--- src/rtl/crc16_tx_encoder_if.sv ---
// Handshake/serial bundle for crc16_tx_encoder.
//   in_valid/in_ready/in_data : payload word handshake (driver -> encoder)
//   err_inj                   : corrupt transmitted CRC bit 0 (only with CRC_ERR_INJ_EN)
//   tx_bit/tx_valid/tx_last   : serial frame output (encoder -> sink)
//   crc_out                   : CRC of the last completed payload
//   busy                      : frame in progress
// Modports: master = word source / frame sink, slave = encoder.
interface crc16_tx_if #(
  parameter int unsigned DATA_W = 32
);
  logic              in_valid;
  logic              in_ready;
  logic [DATA_W-1:0] in_data;
`ifdef CRC_ERR_INJ_EN
  logic              err_inj;
`endif
  logic              tx_bit;
  logic              tx_valid;
  logic              tx_last;
  logic [15:0]       crc_out;
  logic              busy;

  modport master (
    output in_valid,
    output in_data,
`ifdef CRC_ERR_INJ_EN
    output err_inj,
`endif
    input  in_ready,
    input  tx_bit,
    input  tx_valid,
    input  tx_last,
    input  crc_out,
    input  busy
  );

  modport slave (
    input  in_valid,
    input  in_data,
`ifdef CRC_ERR_INJ_EN
    input  err_inj,
`endif
    output in_ready,
    output tx_bit,
    output tx_valid,
    output tx_last,
    output crc_out,
    output busy
  );
endinterface

--- src/rtl/crc16_tx_encoder.sv ---
// Serial CRC-16 transmitter. Accepts a DATA_W-bit word, shifts it out MSB-first one bit per
// clock, then appends the 16-bit CRC (generator POLY, preset INIT) MSB-first.
// Ports:
//   clk  : rising-edge clock
//   rst  : synchronous active-low reset
//   bus  : crc16_tx_if.slave (in_valid/in_ready/in_data, tx_bit/tx_valid/tx_last,
//          crc_out, busy; err_inj when CRC_ERR_INJ_EN is defined)
// Optional feature macro: CRC_ERR_INJ_EN adds err_inj, which inverts the final transmitted
// CRC bit of the accepted frame while crc_out keeps the true CRC.
// The interface DATA_W must match this module's DATA_W.
module crc16_tx_encoder #(
  parameter int unsigned DATA_W = 32,
  parameter logic [15:0] POLY   = 16'h1021,
  parameter logic [15:0] INIT   = 16'h0000
) (
  input logic       clk,
  input logic       rst,
  crc16_tx_if.slave bus
);

  localparam int unsigned CntMax = (DATA_W > 16) ? DATA_W : 16;
  localparam int unsigned CntW   = $clog2(CntMax);
  localparam logic [CntW-1:0] LastData  = CntW'(DATA_W - 1);
  localparam logic [CntW-1:0] LastCrc   = CntW'(15);
  localparam logic [CntW-1:0] PenultCrc = CntW'(14);

  typedef enum logic [1:0] {StIdle, StData, StCrc} state_e;

  state_e            state_q, state_d;
  logic [DATA_W-1:0] shift_q, shift_d;
  logic [15:0]       crc_q, crc_d;
  logic [15:0]       crc_out_q, crc_out_d;
  logic [CntW-1:0]   cnt_q, cnt_d;
  logic              tx_bit_q, tx_bit_d;
  logic              tx_valid_q, tx_valid_d;
  logic              tx_last_q, tx_last_d;
  logic [15:0]       crc_step;
`ifdef CRC_ERR_INJ_EN
  logic              err_q, err_d;
`endif

  // One LFSR step using the bit currently on the line.
  assign crc_step = {crc_q[14:0], 1'b0} ^ ((tx_bit_q ^ crc_q[15]) ? POLY : 16'h0000);

  always_comb begin
    state_d    = state_q;
    shift_d    = shift_q;
    crc_d      = crc_q;
    crc_out_d  = crc_out_q;
    cnt_d      = cnt_q;
    tx_bit_d   = 1'b0;
    tx_valid_d = 1'b0;
    tx_last_d  = 1'b0;
`ifdef CRC_ERR_INJ_EN
    err_d      = err_q;
`endif
    case (state_q)
      StIdle: begin
        if (bus.in_valid) begin
          // The MSB goes straight to the output register; the rest waits pre-shifted.
          tx_bit_d   = bus.in_data[DATA_W-1];
          tx_valid_d = 1'b1;
          shift_d    = bus.in_data << 1;
          crc_d      = INIT;
          cnt_d      = '0;
          state_d    = StData;
`ifdef CRC_ERR_INJ_EN
          err_d      = bus.err_inj;
`endif
        end
      end
      StData: begin
        tx_valid_d = 1'b1;
        if (cnt_q == LastData) begin
          crc_out_d = crc_step;
          // crc_q is free during the CRC phase, so it doubles as the CRC shift-out register.
          crc_d     = {crc_step[14:0], 1'b0};
          tx_bit_d  = crc_step[15];
          cnt_d     = '0;
          state_d   = StCrc;
        end else begin
          crc_d    = crc_step;
          tx_bit_d = shift_q[DATA_W-1];
          shift_d  = shift_q << 1;
          cnt_d    = cnt_q + CntW'(1);
        end
      end
      StCrc: begin
        if (cnt_q == LastCrc) begin
          state_d = StIdle;
        end else begin
          tx_valid_d = 1'b1;
          tx_bit_d   = crc_q[15];
          crc_d      = crc_q << 1;
          cnt_d      = cnt_q + CntW'(1);
          if (cnt_q == PenultCrc) begin
            tx_last_d = 1'b1;
`ifdef CRC_ERR_INJ_EN
            tx_bit_d  = crc_q[15] ^ err_q;
`endif
          end
        end
      end
      default: state_d = StIdle;
    endcase
  end

  always_ff @(posedge clk) begin
    if (!rst) begin
      state_q    <= StIdle;
      shift_q    <= '0;
      crc_q      <= INIT;
      crc_out_q  <= 16'h0000;
      cnt_q      <= '0;
      tx_bit_q   <= 1'b0;
      tx_valid_q <= 1'b0;
      tx_last_q  <= 1'b0;
`ifdef CRC_ERR_INJ_EN
      err_q      <= 1'b0;
`endif
    end else begin
      state_q    <= state_d;
      shift_q    <= shift_d;
      crc_q      <= crc_d;
      crc_out_q  <= crc_out_d;
      cnt_q      <= cnt_d;
      tx_bit_q   <= tx_bit_d;
      tx_valid_q <= tx_valid_d;
      tx_last_q  <= tx_last_d;
`ifdef CRC_ERR_INJ_EN
      err_q      <= err_d;
`endif
    end
  end

  // Gated by rst so nothing is offered during the reset cycle.
  assign bus.in_ready = rst && (state_q == StIdle);
  assign bus.tx_bit   = tx_bit_q;
  assign bus.tx_valid = tx_valid_q;
  assign bus.tx_last  = tx_last_q;
  assign bus.crc_out  = crc_out_q;
  assign bus.busy     = (state_q != StIdle);

endmodule

--- src/flat_wrapper.sv ---
// flat-port wrapper written by rule: the top's interface ports become plain ports
module crc16_tx_encoder_flat 
#(
  parameter int unsigned DATA_W = 32,
  parameter logic [15:0] POLY   = 16'h1021,
  parameter logic [15:0] INIT   = 16'h0000
)
  (clk, rst, bus_in_valid, bus_in_data, bus_in_ready, bus_tx_bit, bus_tx_valid, bus_tx_last, bus_crc_out, bus_busy);
  crc16_tx_if #(.DATA_W(DATA_W)) bus_i ();
  input logic clk;
  input logic rst;
  input wire logic [$bits(bus_i.in_valid)-1:0] bus_in_valid;
  input wire logic [$bits(bus_i.in_data)-1:0] bus_in_data;
  output wire logic [$bits(bus_i.in_ready)-1:0] bus_in_ready;
  output wire logic [$bits(bus_i.tx_bit)-1:0] bus_tx_bit;
  output wire logic [$bits(bus_i.tx_valid)-1:0] bus_tx_valid;
  output wire logic [$bits(bus_i.tx_last)-1:0] bus_tx_last;
  output wire logic [$bits(bus_i.crc_out)-1:0] bus_crc_out;
  output wire logic [$bits(bus_i.busy)-1:0] bus_busy;
  assign bus_i.in_valid = bus_in_valid;
  assign bus_i.in_data = bus_in_data;
  assign bus_in_ready = bus_i.in_ready;
  assign bus_tx_bit = bus_i.tx_bit;
  assign bus_tx_valid = bus_i.tx_valid;
  assign bus_tx_last = bus_i.tx_last;
  assign bus_crc_out = bus_i.crc_out;
  assign bus_busy = bus_i.busy;
  crc16_tx_encoder #(.DATA_W(DATA_W), .POLY(POLY), .INIT(INIT)) u_core (.clk(clk), .rst(rst), .bus(bus_i));
endmodule
--- config.mk ---
export PLATFORM = sky130hd
export DESIGN_NAME = crc16_tx_encoder_flat
export DESIGN_NICKNAME = d
export VERILOG_FILES = /design/src/rtl/crc16_tx_encoder_if.sv /design/src/rtl/crc16_tx_encoder.sv /design/src/flat_wrapper.sv
export SDC_FILE = /design/constraint.sdc
export NUM_CORES = 1
export LEC_CHECK = 0
export CORE_MARGIN = 2
export CORE_UTILIZATION = 43
export CTS_CLUSTER_DIAMETER = 50
export CTS_CLUSTER_SIZE = 40
export DETAILED_ROUTE_END_ITERATION = 7
export PLACE_DENSITY = 0.65
export SYNTH_ARGS = -nofsm -noshare
export SYNTH_HDL_FRONTEND = slang
export SYNTH_SLANG_ARGS = --single-unit
--- constraint.sdc ---
create_clock -name clk -period 5.5 [get_ports clk]
set_clock_uncertainty 0.15 [all_clocks]
set_input_delay 0.55 -clock clk [delete_from_list [all_inputs] [get_ports clk]]
set_output_delay 0.55 -clock clk [all_outputs]
set_load 0.05 [all_outputs]
==> results.md <==
* Initial drt markers at 135
* Hold worst-path end: u_core.bus.crc_out[1]
* Hold Startpoint: u_core.bus.crc_out[1]
* Antenna diodes at 0
* Max-cap violations at 0
* Hold_buf cts at 0
* Post-CTS sizing at 0
* Cell leakage power at 1.81 nW
* Final worst-path cycle share at 0.531
* Post-Syn Area at 3580 µm²
* Area leader, netlist: dfxtp_1
* Period minus WS final at 2.92 ns
* Number of global-route vias before repair at 2564
* Area of the multi-input gates at 1910 µm²
* DP Worst Slack at 2.60 ns
* Routed Antenna Nets at 0
* Outcome: finished clean
* CP bufs+invs at 3
* Syn Nets at 430
* Synthesized flop and latch total at 73
* Die Y at 95.2 µm
* Ys Warns at 0
* Seq/Total Area, Yosys at 0.409
* Clock latency on the worst-skew pair at 0.35 ns
* Top_reg_cell synth: dfxtp_1
* Crit Path Class: in2out
* Hold Path Class: reg2reg
* Pwr Density at 305 nW/µm²
* Largest stage delay, worst path at 0.79 ns
* Initial antenna violation count at 0
* Global-route wire length before repair at 12.2 mm
* Total track usage at 0.170
* Post-synth cell types at 46
* RR Startpoint: u_core.state_q[1]
* Clock sink total at 73
* CP arrival at 2.22 ns
* WHS Path Cells at 2
* Synth top area cells: dfxtp_1 41%, mux2i_1 8.7%, o211a_1 8.7%
* Nets at 470
* DR WL/cell at 13.6 µm
* Slew headroom at 0.521
* Pre-Repair DR Iteration Count at 4
* Mean post-synth cell area at 9.31 µm²
* Reg2Reg Setup Slack at 2.67 ns
* Kind of cell adding the most delay to the critical path: buffers and inverters
* Worst Max-Slew Pin Slew at 0.718 ns
* Synth top area share at 0.409
* Num CTS Buffers at 9
* Clock Path Buffers at 2
* Core ar. at 8130 µm²
* DRC Markers at 0
* Die ar. at 9060 µm²
* Vias post-DR at 2810
* Die width at 95.2 µm
* TNS Setup at 0 ns
* Root Buffer: clkbuf_8
* Max VDD drop at 145 µV
* Area Growth Syn to Fin at 20.5%
* Cells after synthesis at 384
* Buffers on Ports at 55
* GP Congestion at 0.797
* Clk pin slew, worst setup/hold paths at 0.08 ns
* Starting Density at 0.440
* Max Fanout on Critical Path at 76
* RSZ-0062 raised after global routing: false
* CP max stage cell: clkdlybuf4s50_1
* Seq. cell area at 1460 µm²
* Post-route setup slack at 2.58 ns
* Total routed wirelength at 7.28 mm
* Postcts setup bufs at 0
* EDFF count, synth at 0
* Final hold vios at 0
* Share of layout cells above drive strength 1 at 0.0699
* Fmax at 0.342 GHz
* Max Slew Vio Count at 0
* Post-synthesis async set-or-reset flop share at 0
* # setup viols final at 0
* Hpwl dp at 4.65 mm
* Row count at 33
* R2R cell count at 8
* Reg2reg end: u_core.shift_q[14]
* CTS H-tree lvls at 3
* Filler cells at 780
* Worst path required time at 4.80 ns
* # IOs at 56
* Grt ovf at 0
* Setup crit start kind: primary input
* Largest net degree at the start of global routing at 77
* Vias per cell at 5.26
* Crit end category: output pin
* CTS tree: built
* Crit-path cells: buf_2, buf_4, and2_1, clkdlybuf4s50_1
-- worst register-to-register path: cells and delay by family, from the launching register on --
family                     cells  cell delay (ns)
and+or+nand+nor                3             0.41
DFF                            1             0.34
buffers and inverters          3             1.09
AOI/OAI and AO/OA              1             0.15
adders and majority gates      1             0.61
-- metrics by stage --
stage / hold WS, ns / power, mW / std cells / util / instance area, µm²
2_1_floorplan: 0.303 / 0.825 / 384 / - / 3580
3_3_place_gp: 0.306 / 0.871 / 518 / 0.503 / 4090
3_5_place_dp: 0.308 / 0.876 / 518 / 0.503 / 4090
4_1_cts: 0.319 / 1.33 / 534 / 0.530 / 4310
5_1_grt: 0.334 / 1.37 / 534 / 0.530 / 4310
6_report: 0.314 / 1.31 / 534 / 0.530 / 4310
-- registers in the layout, summed over array words and instances (netlist names) --
name,flops
u_core.bus.crc_out,16
u_core.bus.tx_bit,1
u_core.bus.tx_last,1
u_core.bus.tx_valid,1
u_core.cnt_q,5
u_core.crc_q,16
u_core.shift_q,31
u_core.state_q,2
-- worst max path at each step --
stage | start | endpoint | slack, ns | depth (start not counted)
after CTS | rst | bus_in_ready | 2.59 | 4
after global placement | rst | bus_in_ready | 2.59 | 4
after global routing | u_core.state_q[1] | u_core.shift_q[19] | 2.43 | 8
final | rst | bus_in_ready | 2.58 | 4
after floorplan | rst | bus_in_ready | 3.30 | 3
after detailed placement | rst | bus_in_ready | 2.60 | 4
-- power breakdown --
group | internal (mW) | switching, mW | total (mW)
Combinational | 0.118 | 0.146 | 0.264
Sequential | 0.574 | 0.0248 | 0.599
Clock | 0.246 | 0.203 | 0.449
-- cells in the final DEF (no fill, tap or decap), drive strengths merged, types with 4 or more instances in the layout --
| cell type | instances |
|---|---|
| nand2 | 77 |
| dfxtp | 73 |
| clkdlybuf4s50 | 54 |
| mux2i | 31 |
| o211a | 31 |
| a21boi | 27 |
| o21ai | 20 |
| nand3 | 13 |
| clkbuf | 12 |
| ha | 11 |
| a21o | 8 |
| inv | 6 |
| a21oi | 6 |
| and2 | 6 |
| nor2 | 4 |
| buf | 4 |
-- routing by layer --
layer  vias up  track usage  part of all wire  wire (µm)
met5         -            0                 0          0
li1       1440            -                 -          -
met3         8       0.0419             0.049        357
met4         0       0.0676             0.012         87
met2        65        0.288              0.46       3340
met1      1297        0.208              0.48       3490
-- synth_stat cells (3+ instances only) --
cell type  count
nand2_1       77
dfxtp_1       73
mux2i_1       31
o211a_1       31
a21boi_0      25
o21ai_0       19
nand3_1       13
ha_1          11
clkbuf_1      10
a21o_1         8
a21oi_1        6
buf_2          6
buf_4          6
buf_6          6
inv_1          6
and2_1         5
nor2_1         4
mux2_2         3
nor2b_1        3
-- kinds of logic (layout without fill, tap and decap cells) --
family,Yosys count,after routing,synth area share
compound gates,107,107,0.231
xor+xnor,3,3,0.00945
fa+ha+maj,11,11,0.0385
buf+inv,35,80,0.0581
flops,73,73,0.409
mux,34,34,0.0962
simple gates,121,121,0.158
-- final cells by class --
type	count	share of cell area
multi-input combinational	276	0.443
timing repair buffer	58	0.132
tap	105	0.0305
clock inverter	4	0.0116
clock buffer	12	0.0383
inverter	6	0.00523
sequential	73	0.339
(Power assumes the default switching activity.)
